### config.mk
export PLATFORM = sky130hd
export DESIGN_NAME = rx_sample_timer
export DESIGN_NICKNAME = d
export VERILOG_FILES = /design/src/rtl/uart_rx_pkg.sv /design/src/rtl/rx_edge_bit_counter.sv /design/src/rtl/rx_sample_timer.sv
export SDC_FILE = /design/constraint.sdc
export NUM_CORES = 1
export LEC_CHECK = 0
export ABC_AREA = 1
export CAP_MARGIN = 20
export CORE_MARGIN = 2
export CORE_UTILIZATION = 55
export CTS_CLUSTER_SIZE = 8
export DETAILED_ROUTE_END_ITERATION = 6
export PLACE_DENSITY_LB_ADDON = 0.25
export SLEW_MARGIN = 20
export SYNTH_ARGS = -nofsm -noshare
export SYNTH_HDL_FRONTEND = slang
export SYNTH_SLANG_ARGS = --single-unit
### constraint.sdc
create_clock -name CLK -period 4 [get_ports CLK]
set_input_delay 0.6 -clock CLK [delete_from_list [all_inputs] [get_ports CLK]]
set_output_delay 0.6 -clock CLK [all_outputs]
set_load 0.05 [all_outputs]
### src/rtl/uart_rx_pkg.sv
// Shared constants and helpers for the UART receive datapath.
// Holds the legal oversampling ratios, the default frame length and the 2-of-3 voter.
package uart_rx_pkg;

  localparam int PRESCALE_8         = 8;
  localparam int PRESCALE_16        = 16;
  localparam int PRESCALE_32        = 32;
  localparam int FRAME_BITS_DEFAULT = 11;

  function automatic logic majority3(input logic a, input logic b, input logic c);
    return (a & b) | (a & c) | (b & c);
  endfunction

endpackage

### src/rtl/rx_edge_bit_counter.sv
// Oversample-edge and bit-index counters for one UART frame.
// Both counters sit at zero while enable is low and wrap on the last edge of the last bit.
module rx_edge_bit_counter
  import uart_rx_pkg::*;
#(
  parameter int PRESCALE_W = 6,
  parameter int FRAME_BITS = FRAME_BITS_DEFAULT
) (
  input  logic                  CLK,
  input  logic                  RST,
  input  logic                  enable,
  input  logic [PRESCALE_W-1:0] p_eff,
  output logic [PRESCALE_W-1:0] edge_cnt,
  output logic [3:0]            bit_cnt,
  output logic                  frame_done
);

  logic [PRESCALE_W-1:0] edge_q, edge_d, p_last;
  logic [3:0]            bit_q, bit_d;
  logic                  edge_wrap, bit_last;

  assign p_last    = p_eff - PRESCALE_W'(1);
  // ">=" rather than "==" so a ratio shrunk mid-frame still wraps instead of running away.
  assign edge_wrap = (edge_q >= p_last);
  assign bit_last  = (bit_q >= 4'(FRAME_BITS - 1));

  always_comb begin
    edge_d = edge_q;
    bit_d  = bit_q;
    if (!enable) begin
      edge_d = '0;
      bit_d  = '0;
    end else if (edge_wrap) begin
      edge_d = '0;
      bit_d  = bit_last ? 4'd0 : bit_q + 4'd1;
    end else begin
      edge_d = edge_q + PRESCALE_W'(1);
    end
  end

  always_ff @(posedge CLK or negedge RST) begin
    if (!RST) begin
      edge_q <= '0;
      bit_q  <= '0;
    end else begin
      edge_q <= edge_d;
      bit_q  <= bit_d;
    end
  end

  assign edge_cnt   = edge_q;
  assign bit_cnt    = bit_q;
  assign frame_done = enable & (edge_q == p_last) & (bit_q == 4'(FRAME_BITS - 1));

endmodule

### src/rtl/rx_sample_timer.sv
// UART receive sample timer: synchronizes RX_IN, tracks oversample/bit position and
// majority-votes three mid-bit samples into one sampled_bit per bit period.
module rx_sample_timer
  import uart_rx_pkg::*;
#(
  parameter int PRESCALE_W = 6,
  parameter int FRAME_BITS = FRAME_BITS_DEFAULT
) (
  input  logic                  CLK,
  input  logic                  RST,
  input  logic                  RX_IN,
  input  logic [PRESCALE_W-1:0] prescale,
  input  logic                  enable,
  output logic                  sampled_bit,
  output logic                  sample_valid,
  output logic [PRESCALE_W-1:0] edge_cnt,
  output logic [3:0]            bit_cnt,
  output logic                  frame_done,
  output logic                  prescale_err
);

  // sample_valid is a one-cycle strobe with no back-pressure; sampled_bit is valid while
  // it is high and then holds its value until the next strobe.
  logic                  prescale_legal;
  logic [PRESCALE_W-1:0] p_eff, p_half;
  logic                  sync1_q, rx_s_q;
  logic                  s0_q, s0_d, s1_q, s1_d, s2_q, s2_d;
  logic                  sampled_bit_q, sampled_bit_d;
  logic                  sample_valid_q, sample_valid_d;

  assign prescale_legal = (prescale == PRESCALE_W'(PRESCALE_8))  ||
                          (prescale == PRESCALE_W'(PRESCALE_16)) ||
                          (prescale == PRESCALE_W'(PRESCALE_32));
  assign p_eff          = prescale_legal ? prescale : PRESCALE_W'(PRESCALE_8);
  assign p_half         = p_eff >> 1;
  assign prescale_err   = enable & ~prescale_legal;

  rx_edge_bit_counter #(
    .PRESCALE_W (PRESCALE_W),
    .FRAME_BITS (FRAME_BITS)
  ) u_counter (
    .CLK        (CLK),
    .RST        (RST),
    .enable     (enable),
    .p_eff      (p_eff),
    .edge_cnt   (edge_cnt),
    .bit_cnt    (bit_cnt),
    .frame_done (frame_done)
  );

  always_ff @(posedge CLK or negedge RST) begin
    if (!RST) begin
      sync1_q <= 1'b1;
      rx_s_q  <= 1'b1;
    end else begin
      sync1_q <= RX_IN;
      rx_s_q  <= sync1_q;
    end
  end

  always_comb begin
    s0_d           = s0_q;
    s1_d           = s1_q;
    s2_d           = s2_q;
    sampled_bit_d  = sampled_bit_q;
    sample_valid_d = 1'b0;
    if (!enable) begin
      s0_d = 1'b1;
      s1_d = 1'b1;
      s2_d = 1'b1;
    end else begin
      if (edge_cnt == p_half - PRESCALE_W'(1)) s0_d = rx_s_q;
      if (edge_cnt == p_half)                  s1_d = rx_s_q;
      // Vote on the live third sample so the result is visible at edge P/2+2.
      if (edge_cnt == p_half + PRESCALE_W'(1)) begin
        s2_d           = rx_s_q;
        sampled_bit_d  = majority3(s0_q, s1_q, rx_s_q);
        sample_valid_d = 1'b1;
      end
    end
  end

  always_ff @(posedge CLK or negedge RST) begin
    if (!RST) begin
      s0_q           <= 1'b1;
      s1_q           <= 1'b1;
      s2_q           <= 1'b1;
      sampled_bit_q  <= 1'b1;
      sample_valid_q <= 1'b0;
    end else begin
      s0_q           <= s0_d;
      s1_q           <= s1_d;
      s2_q           <= s2_d;
      sampled_bit_q  <= sampled_bit_d;
      sample_valid_q <= sample_valid_d;
    end
  end

  assign sampled_bit  = sampled_bit_q;
  assign sample_valid = sample_valid_q;

endmodule

# --- Word level (Yosys, flattened, before mapping) ---
# Cells that the tools add are included.
word_totals:
  regBits: 16
  in_bits: 10
  output_inout_bits: 14
  elab_cells: 50
classes:
  addsub: 5
  order_cmp: 2
  eq_ne: 11
  mux: 12
  n_bitwise: 9
  n_reduce_logical: 3
op_table:
  columns: ["op", "count"]
  rows:
  - ["$eq 6x6->1", 3]
  - ["$mux 6", 3]
  - ["$mux 4", 3]
  - ["$add 5x1->6 const B", 1]
  - ["$add 6x1->6 const B", 1]
  - ["$and 1x1->1", 6]
  - ["$eq 6x4->1 const B", 1]
  - ["$eq 6x5->1", 1]
  - ["$eq 6x5->1 const B", 1]
  - ["$eq 6x6->1 const B", 1]
  - ["$ge 6x6->1", 1]
  - ["$mux 1", 6]
  - ["$ne 2x1->1 const B", 3]
  - ["$sub 5x1->6 const B", 1]
  - ["$sub 6x1->6 const B", 1]
  - ["$add 4x1->4 const B", 1]
  - ["$eq 4x4->1 const B", 1]
  - ["$ge 4x4->1 const B", 1]
  - ["$logic_or 1x1->1", 2]
  - ["$or 1x1->1", 2]
  - ["$reduce_and 2->1", 1]
  - ["$not 1->1", 1]

# --- Depth between registers and ports, before layout ---
# Gate-level depths: netlist of the first run.
logic_depth:
  ltp_word: 8
  ltp_mapped: 16
  ltp_nobuf: 16

# --- Modules after synthesis ---
# From an unflattened synthesis of the first run, not the netlist that was laid out.
hier_totals:
  cells_unflattened: 189
  area_unflattened_um2: 1420.1
by_module_without_submodules:
  columns: ["mod", "n_inst", "cells_each", "area_per_inst_um2", "seq_area_each_um2"]
  rows:
  - ["rx_edge_bit_counter", 1, 104, 774.5, 250.2]
  - ["rx_sample_timer", 1, 85, 645.6, 156.4]

# --- Least setup slack after synthesis of the first run ---
# No wires, ideal clock.
synth_path:
  kind: "input -> output"
  from: "input port prescale[0]"
  to: "output port frame_done"
  t_arrival_ns: 3.187
  t_required_ns: 3.400
  path_slack_ns: 0.213
  cell_stages: 13
  n_path_buf: 0
  cell_sequence: "nor2_2 nand2_2 clkinv_2 nand2_4 inv_1 nand2_1 nand2_1 o21ai_0 ha_1 nand2_1 nor2_1 nand3_1 nor4_1"
synth_via:
  elab_chain_len: 8
  elab_cells_between_ends: 10
  cone_classes: "1 x add/sub; 4 x eq/ne; 1 x mux; 2 x bitwise; 2 x reduce/logical"
synth_lines:
  columns: ["item", "line", "source"]
  rows:
  - ["start: declaration", "rx_sample_timer.sv:12", "input logic [PRESCALE_W-1:0] prescale,"]
  - ["$eq 6x4->1 / $eq 6x5->1 (equally long branches)", "rx_sample_timer.sv:31, rx_sample_timer.sv:32", null]
  - ["$logic_or 1x1->1", "rx_sample_timer.sv:31", "assign prescale_legal = (prescale == PRESCALE_W'(PRESCALE_8)) ||"]
  - ["$logic_or 1x1->1", "rx_sample_timer.sv:32", "(prescale == PRESCALE_W'(PRESCALE_16)) ||"]
  - ["$mux 6 *", "rx_sample_timer.sv:34", "assign p_eff = prescale_legal ? prescale : PRESCALE_W'(PRESCALE_8);"]
  - ["$sub 6x1->6 *", "rx_edge_bit_counter.sv:22", "assign p_last = p_eff - PRESCALE_W'(1);"]
  - ["$eq 6x6->1 *", "rx_edge_bit_counter.sv:53", "assign frame_done = enable & (edge_q == p_last) & (bit_q == 4'(FRAME_BITS - 1));"]
  - ["$and 1x1->1 * (2 in series)", "rx_edge_bit_counter.sv:53", null]
  - ["end: declaration", "rx_sample_timer.sv:18", "output logic frame_done,"]
# Mark *: on every way between the ends. The rest lies on a longest branch, timed or not.

# --- Worst setup path after layout of the first run ---
layout_path:
  from: "input port prescale[4]"
  to: "output port frame_done"
# Same word-level chain as after synthesis.

==> results of run 1 <==
-- stage by stage --
step	instance area [um^2]	utilization	power, uW	worst slack, ns	instances
after detailed placement	1530	0.704	407	0.408	221
after global routing	1560	0.721	538	0.226	225
after global placement	1530	0.704	400	0.520	221
after CTS	1560	0.721	513	0.401	225
after floorplan	1250	-	339	0.213	170
final	1560	0.721	509	0.400	225
-- worst max-delay path, stage by stage --
cell	delay, ns
clkdlybuf4s50_1	0.59
nor2_2	0.09
nor2_4	0.18
nand2_4	0.09
inv_1	0.08
nand2_1	0.06
nand2_1	0.05
o21ai_0	0.09
ha_1	0.28
nand2_1	0.06
nor2_1	0.14
nand3_1	0.11
nor4_1	0.38
buf_12	0.20
-- layer usage --
layer  up-vias  track usage  routed length (um)
li1        594            -                   -
met1       521        0.273                1150
met2        21        0.391                1300
met3         4       0.0146                  78
met4         0        0.101                  31
met5         -            0                   0
-- synth_stat cells (all sizes together) --
cell,number
nand2,36
nor2,28
inv,24
nand3,16
ha,12
dfrtp,11
o21ai,7
xor2,7
dfstp,5
nand4,5
a21oi,4
conb,2
a311oi,1
clkinv,1
maj3,1
nand3b,1
nor3,1
nor4,1
o2111ai,1
o31ai,1
-- final timing paths --
kind | start | to | cells past startpoint
min in group asynchronous | RST | u_counter.edge_cnt[3] | 1
worst min-delay path | sync1_q | rx_s_q | 0
worst max-delay path | prescale[4] | frame_done | 14
max in group asynchronous | RST | u_counter.edge_cnt[2] | 1
worst min register to register | sync1_q | rx_s_q | 0
worst max register to register | u_counter.edge_cnt[1] | u_counter.edge_cnt[2] | 8
-- registers in the layout, indices dropped and copies added (netlist names) --
register	count
sample_valid	1
sync1_q	1
s0_q	1
rx_s_q	1
sampled_bit	1
u_counter.edge_cnt	6
s1_q	1
u_counter.bit_cnt	4
-- kinds of logic after synthesis --
group | after synthesis
fa+ha+maj | 13
simple gates | 88
compound gates | 14
other cells | 2
buf+inv | 25
xor+xnor | 7
flops | 16
-- layout make-up --
class / instances / area (um^2) / area share
multi-input combinational: 129 / 751 / 0.480
sequential: 16 / 407 / 0.260
timing repair buffer: 23 / 240 / 0.154
inverter: 25 / 95.1 / 0.0608
clock buffer: 4 / 36.3 / 0.0232
tap: 28 / 35.0 / 0.0224
-- report_power, final --
part	leakage [uW]	switching, uW	internal (uW)	total [uW]
sequential	0.000203	22.2	185	207
clock	0.0000210	48.8	55.4	104
combinational	0.000578	130	67.8	197
==> results.md, run 1 <==
- First-pass GRT wire length: roughly 4.4 mm
- Avg Vias per Cell: about 5.1
- Vias: around 1100
- CP max FO: 6
- Initial antenna violation count: 0
- Iteration-0 DRC Markers: 19
- Leading cell type in the layout, fill and taps excluded: nand2_1
- Initial core utilization: 0.569
- Pre-antenna DRT Iters: 4
- Pin count of the biggest net entering global routing: 17
- Slew margin rel.: 0.544
- Postcts setup bufs: 0
- Vias in the first global route: 1076
- Final period util: 0.900
- Number of H-tree levels: 1
- CTS tree: yes
- Flop2flop setup slack: between 2 and 2.5 ns
- Status: finished, final reports clean
- CTS Buf Count: 3
- Mapped Avg Cell Area: 7.48 um^2
- Hold Path Class: reg2reg
- Final GP Congestion: ~0.85
- Antenna cells: 0
- Top cells by area, synth: dfrtp_1, ha_1, dfstp_2
- Worst Path Required: ~3.4 ns
- Worst VDD drop: between 0.3 and 0.4 mV
- Power per cell area: 325 nW/um^2
- Top cell type's share of synthesized area: 0.223
- Multiplexer share of the synthesized area: 0
- Max_cap viols: 0
- Sequential-to-total area share from yosys stat: 0.330
- Crit path time final: approximately 3.6 ns
- Die width: about 51 um
- Setup CP Type: in2out
- Core Region: 2170 um^2
- Clock Latency Late Sink: 0.28 ns
- Routed len/inst: 11.4 um
- Synth unique cells: 26
- Cts hold-fix bufs: 0
- Nets: 220
- Adder-cell share of the synthesized area: 0.130
- Final wirelength: ~2.6 mm
- Clk slew on worst S/H paths: ~0.08 ns
- Fmax: about 280 MHz
- Post-CTS Resized: 0
- Unrepaired setup endpoints after global routing: no
- IO Pins: 24
- Placement Rows: 17
- Fill cells: 177
- Final Hold Slack: between 0.3 and 0.4 ns
- Crit start category: input pin
- Slew @ Worst Pin: just under 0.7 ns
- Critical Path AT: about 3 ns
- Clock skew: ~0.0056 ns
- Setup TNS: 0 ns
- Longest Clk Path Bufs: 2
- Most frequent cells in the layout: nand2_1, inv_1, clkdlybuf4s50_1
- Fin. max-slew vios: 0
- Post-Syn Area: 1230 um^2
- HPWL after detailed placement: just over 2 mm
- IO buf count: 23
- Syn. warnings: 0
- Clock root buffer: clkbuf_4
- Post-synthesis compound-gate area fraction: 0.0649
- Worst setup EP type: output pin
- Main combinational cell family by area after synthesis: simple AND/OR/NAND/NOR gates
- Synth Register Bits: 16
- Final hold viol count: 0
- Setup violators final: 0
- Area growth syn-to-layout: 26.8%
- Routed Antenna Nets: 0
- Die ar.: approximately 2600 um^2
- Post-synthesis xor/xnor area fraction: 0.0497
- Layout cells sized above 1: 0.117
- Post-Synth Simple-Gate Area: 0.343
- Post-Synthesis Cells: 165
- GRT overflow: 0
- Pleak: 0.000801 uW
- DRC: 0
- Chip height: a little over 50 um
- Area leader, netlist: dfrtp_1
- CTS sink cnt: 16
- Total track usage: 0.221
Power figures use the tool's default switching activity.
==> run 2: changes to the inputs <==
--- a/config.mk
+++ b/config.mk
@@ -8,7 +8,8 @@
 export ABC_AREA = 1
 export CAP_MARGIN = 20
 export CORE_MARGIN = 2
-export CORE_UTILIZATION = 55
+export CORE_UTILIZATION = 57
+export CTS_BUF_LIST = sky130_fd_sc_hd__clkbuf_8
 export CTS_CLUSTER_SIZE = 8
 export DETAILED_ROUTE_END_ITERATION = 6
 export PLACE_DENSITY_LB_ADDON = 0.25
==> run 2 against run 1 <==
Maximum frequency up 0.51%. Sequential share of layout area down 0.29 points. Core utilization up 6.9 points. Worst setup slack better by 0.018 ns. Highest routed layer unchanged.
==> results.md, run 2 (synthesis gave the netlist of run 1 again) <==
- Worst setup EP type: output pin
- Pin count of the biggest net entering global routing: 17
- CP max FO: 6
- Nets: 220
- Power per cell area: between 300 and 400 nW/um^2
- DP Worst Slack: 0.430 ns
- Number of H-tree levels: 1
- Max_cap viols: 0
- Fmax: 279 MHz
- Chip height: 50.5 um
- HPWL after detailed placement: 2.26 mm
- CTS tree: yes
- Iteration-0 DRC Markers: 40
- Initial core utilization: 0.616
- CTS sink cnt: 16
- DR WL met3: between 100 and 150 um
- First-pass GRT wire length: 4.91 mm
- CTS Buf Count: 3
- Vias in the first global route: approximately 1200
- Crit path time final: roughly 3.6 ns
- Top layer in use: met4
- Placed Cells: 220
- Fin. max-slew vios: 0
- Hold Path Class: reg2reg
- Area growth syn-to-layout: 28.2%
- Final Hold Slack: ~0.36 ns
- Unrepaired setup endpoints after global routing: no
- Initial antenna violation count: 0
- Cts hold-fix bufs: 0
- Layout cells sized above 1: 0.117
- Routed Antenna Nets: 0
- Total track usage: 0.246
- IO buf count: 23
- Antenna cells: 0
- Most frequent cells in the layout: nand2_1, inv_1, clkdlybuf4s50_1
- Clock root buffer: clkbuf_8
- Core Region: between 2000 and 2500 um^2
- Setup TNS: 0 ns
- Final period util: 0.895
- GRT overflow: 0
- Crit start category: input pin
- Pre-antenna DRT Iters: 4
- IO Pins: 24
- Die width: 50.5 um
- DRT met1 WL: about 1.2 mm
- Leading cell type in the layout, fill and taps excluded: nand2_1
- DRC: 0
- Final std cells w/o fill: 224
- Worst Path Required: ~3.4 ns
- Die ar.: roughly 2600 um^2
- Setup CP Type: in2out
- Final GP Congestion: approximately 0.85
- Slew @ Worst Pin: 0.666 ns
- Critical Path AT: approximately 3.0 ns
- Worst setup margin: approximately 0.42 ns
- Clk slew on worst S/H paths: ~0.060 ns
- Vias: around 1200
- Avg Vias per Cell: roughly 5.3
- Max FFs per register: 6
- Routed len/inst: between 10 and 15 um
- Pleak: 0.000809 uW
- Final hold viol count: 0
- Setup violators final: 0
- Worst VDD drop: about 0.43 mV
- Postcts setup bufs: 0
- WL met2: about 1.5 mm
- Placement Rows: 16
- Final wirelength: approximately 2.8 mm
- Clock Latency Late Sink: 0.24 ns
- Slew margin rel.: 0.554
- Clock skew: approximately 0.0028 ns
- Longest Clk Path Bufs: 2
- Post-CTS Resized: 0
- Status: finished, final reports clean
[run 2: cell counts in the layout (fill, tap and decap cells not counted)]
No cell type changed its count.
[run 2: final timing paths]
path                                              end  slack (ns)  depth (start not counted)             startpoint
min in group asynchronous       u_counter.edge_cnt[5]        0.76                          1                    RST
worst min register to register                 rx_s_q        0.36                          0                sync1_q
worst min-delay path                           rx_s_q        0.36                          0                sync1_q
worst max register to register  u_counter.edge_cnt[2]        2.14                          8  u_counter.edge_cnt[1]
worst max-delay path                       frame_done        0.42                         14            prescale[4]
max in group asynchronous       u_counter.edge_cnt[0]        2.81                          1                    RST
[run 2: worst max-delay path, cell delays in order]
cell	delay [ns]
clkdlybuf4s50_1	0.59
nor2_2	0.09
nor2_4	0.18
nand2_4	0.09
inv_1	0.08
nand2_1	0.06
nand2_1	0.05
o21ai_0	0.09
ha_1	0.28
nand2_1	0.06
nor2_1	0.13
nand3_1	0.11
nor4_1	0.37
buf_12	0.20
[run 2: stage by stage]
stage | util | power, uW | cell area (um^2)
4_1_cts | 0.790 | 549 | 1580
5_1_grt | 0.790 | 576 | 1580
3_5_place_dp | 0.763 | 409 | 1530
3_3_place_gp | 0.763 | 400 | 1530
6_report | 0.790 | 544 | 1580
2_1_floorplan | - | 339 | 1250
[run 2: area by class of cell]
| cell class | count | area [um^2] |
|---|---|---|
| clock buffers | 4 | 55.1 |
| inverters | 25 | 95.1 |
| multi-input cells | 129 | 751 |
| well taps | 27 | 33.8 |
| repair buffers | 23 | 240 |
| fillers | 155 | 420 |
| flip-flops and latches | 16 | 407 |
[run 2: power by group]
group	switching (uW)	internal, uW	total (uW)
clock network	50.4	87.1	138
logic	131	68.0	199
registers	22.8	185	208
total	204	340	544
[run 2: routing by layer]
metal	up-vias	GRT usage
met5	-	0
met4	0	0.0811
met3	4	0.00893
met2	34	0.471
met1	554	0.293
li1	593	-
==> run 3: changes to the inputs <==
--- a/config.mk
+++ b/config.mk
@@ -7,6 +7,7 @@
 export LEC_CHECK = 0
 export ABC_AREA = 1
 export CAP_MARGIN = 20
+export CORE_ASPECT_RATIO = 0.6
 export CORE_MARGIN = 2
 export CORE_UTILIZATION = 57
 export CTS_BUF_LIST = sky130_fd_sc_hd__clkbuf_8
==> constraint.sdc (replaced) <==
create_clock -name CLK -period 4.2 [get_ports CLK]
set_input_delay 0.63 -clock CLK [delete_from_list [all_inputs] [get_ports CLK]]
set_output_delay 0.63 -clock CLK [all_outputs]
set_load 0.005 [all_outputs]
==> run 3 against run 2 <==
Final area is 1.2% lower. Power is 17% lower. Clock power is 13% lower. Clock skew hardly changed. Critical path type unchanged. Largest power group unchanged.
==> results.md, run 3 (synthesis gave the netlist of run 1 again) <==
- Status: finished, final reports clean
- Crit path cell chain: clkdlybuf4s50_1 -> nor2_2 -> nor2_4 -> nand2_4 -> inv_1 -> nand2_1 -> nand2_1 -> o21ai_0 -> ha_1 -> nand2_1 -> nor2_1 -> nand3_1 -> nor4_1 -> clkdlybuf4s50_1
- Routed len/inst: 13.7 um
- Register Area: about 410 um^2
- Placed Cells: 221
- Clock root buffer: clkbuf_8
- Number of H-tree levels: 1
- Slowest library cell on the worst path: clkdlybuf4s50_1
- Chip height: between 40 and 50 um
- Die ar.: 2560 um^2
- Routed Antenna Nets: 0
- Vias: 1246
- DRC: 0
- Final wirelength: just over 3 mm
- Final GP Congestion: between 0.9 and 1
- Slew @ Worst Pin: roughly 0.73 ns
- Area growth syn-to-layout: 26.7%
- Flop2flop setup slack: 2.35 ns
- Worst path most repeated cell: nand2_1
- Vias in the first global route: around 1100
- Pin count of the biggest net entering global routing: 17
- Total track usage: 0.261
- Cts hold-fix bufs: 0
- Final std cells w/o fill: between 200 and 250
- Fmax: approximately 260 MHz
- Post-CTS Resized: 0
- Worst setup EP type: output pin
- Clock skew: 0.00241 ns
- Fin. max-slew vios: 0
- Final hold viol count: 0
- Core Region: between 1500 and 2000 um^2
- Max FFs per register: 6
- Crit path time final: around 3.8 ns
- Initial antenna violation count: 0
- IO Pins: 24
- Slew margin rel.: 0.512
- Reg2reg start: u_counter.edge_cnt[1]
- Placement Rows: 12
- Iteration-0 DRC Markers: between 100 and 150
- Pre-antenna DRT Iters: 4
- First-pass GRT wire length: a little under 5 mm
- Hold Path Class: reg2reg
- WHS Endpoint: rx_s_q
- Layout cells sized above 1: 0.107
- Leading cell type in the layout, fill and taps excluded: nand2_1
- Hold depth: 0
- Postcts setup bufs: 0
- Critical Path AT: between 3 and 4 ns
- CP max FO: 6
- HPWL after detailed placement: around 2.5 mm
- CTS Buf Count: 3
- DP Area: between 1500 and 2000 um^2
- Setup violators final: 0
- Reg2reg end: u_counter.edge_cnt[2]
- Setup TNS: 0 ns
- Longest Clk Path Bufs: 2
- CTS sink cnt: 16
- Worst Path Required: between 3 and 4 ns
- GRT overflow: 0
- Final period util: 0.902
- IO buf count: 23
- Most frequent cells in the layout: nand2_1, inv_1, clkdlybuf4s50_1
- Clk slew on worst S/H paths: about 0.06 ns
- Clock Latency Late Sink: around 0.25 ns
- Footprint of the multi-input gates: between 700 and 800 um^2
- Setup CP Type: in2out
- Nets: 220
- Pleak: 0.000803 uW
- Crit start category: input pin
- Unrepaired setup endpoints after global routing: no
- Hold Path Origin: sync1_q
- CTS tree: yes
- Avg Vias per Cell: around 5.5
- Finished Cell Area: between 1500 and 2000 um^2
- R2R cell count: 8
- Initial core utilization: 0.637
- Worst VDD drop: roughly 0.23 mV
- Fill cells: approximately 130
- Power per cell area: 289 nW/um^2
- Antenna cells: 0
- Die width: about 64 um
- Max_cap viols: 0
- Critical path's largest stage delay: 0.57 ns
## run 3: changes by cell type in the layout (fill, tap and decap cells not counted), sizes merged
cell	change
clkbuf	-1
inv	+1
buf	-1
clkdlybuf4s50	+1
## run 3: metal layers
layer / global-route usage / part of all wire / vias to the layer above
met5: 0 / 0 / -
met4: 0.0978 / 0.016 / 0
met3: 0.0674 / 0.079 / 10
met2: 0.482 / 0.49 / 64
met1: 0.308 / 0.42 / 583
li1: - / - / 589
## run 3: worst max path at each step
stage,startpoint,endpoint,slack (ns),cells after the start
2_1_floorplan,prescale[0],frame_done,1.59,13
3_3_place_gp,prescale[4],frame_done,0.49,14
3_5_place_dp,prescale[4],frame_done,0.41,14
4_1_cts,prescale[4],frame_done,0.43,14
5_1_grt,prescale[4],frame_done,0.18,15
6_report,prescale[4],frame_done,0.41,14
## run 3: where the power goes
part	internal (uW)	leakage [uW]	switching (uW)
Clock	64.9	0.0000269	54.7
Combinational	64.9	0.000573	69.1
Sequential	176	0.000203	21.8
## run 3: through the flow
step	worst slack [ns]	hold slack, ns	util	power, uW
3_3_place_gp	0.493	0.348	0.784	322
2_1_floorplan	1.59	0.334	-	266
4_1_cts	0.426	0.359	0.807	450
3_5_place_dp	0.414	0.350	0.784	331
5_1_grt	0.181	0.365	0.807	479
6_report	0.412	0.358	0.807	452
## run 3: critical path, delay by kind of cell
family,cells,cell delay (ns)
compound gates,1,0.08
buf+inv,3,1.20
fa+ha+maj,1,0.29
simple gates,9,0.96
## run 3: area by class of cell
class,instances,area share
Multi-Input combinational cell,129,0.480
Clock buffer,3,0.0264
Timing Repair Buffer,23,0.147
Tap cell,28,0.0224
Sequential cell,16,0.260
Inverter,25,0.0608
Clock inverter,1,0.00240
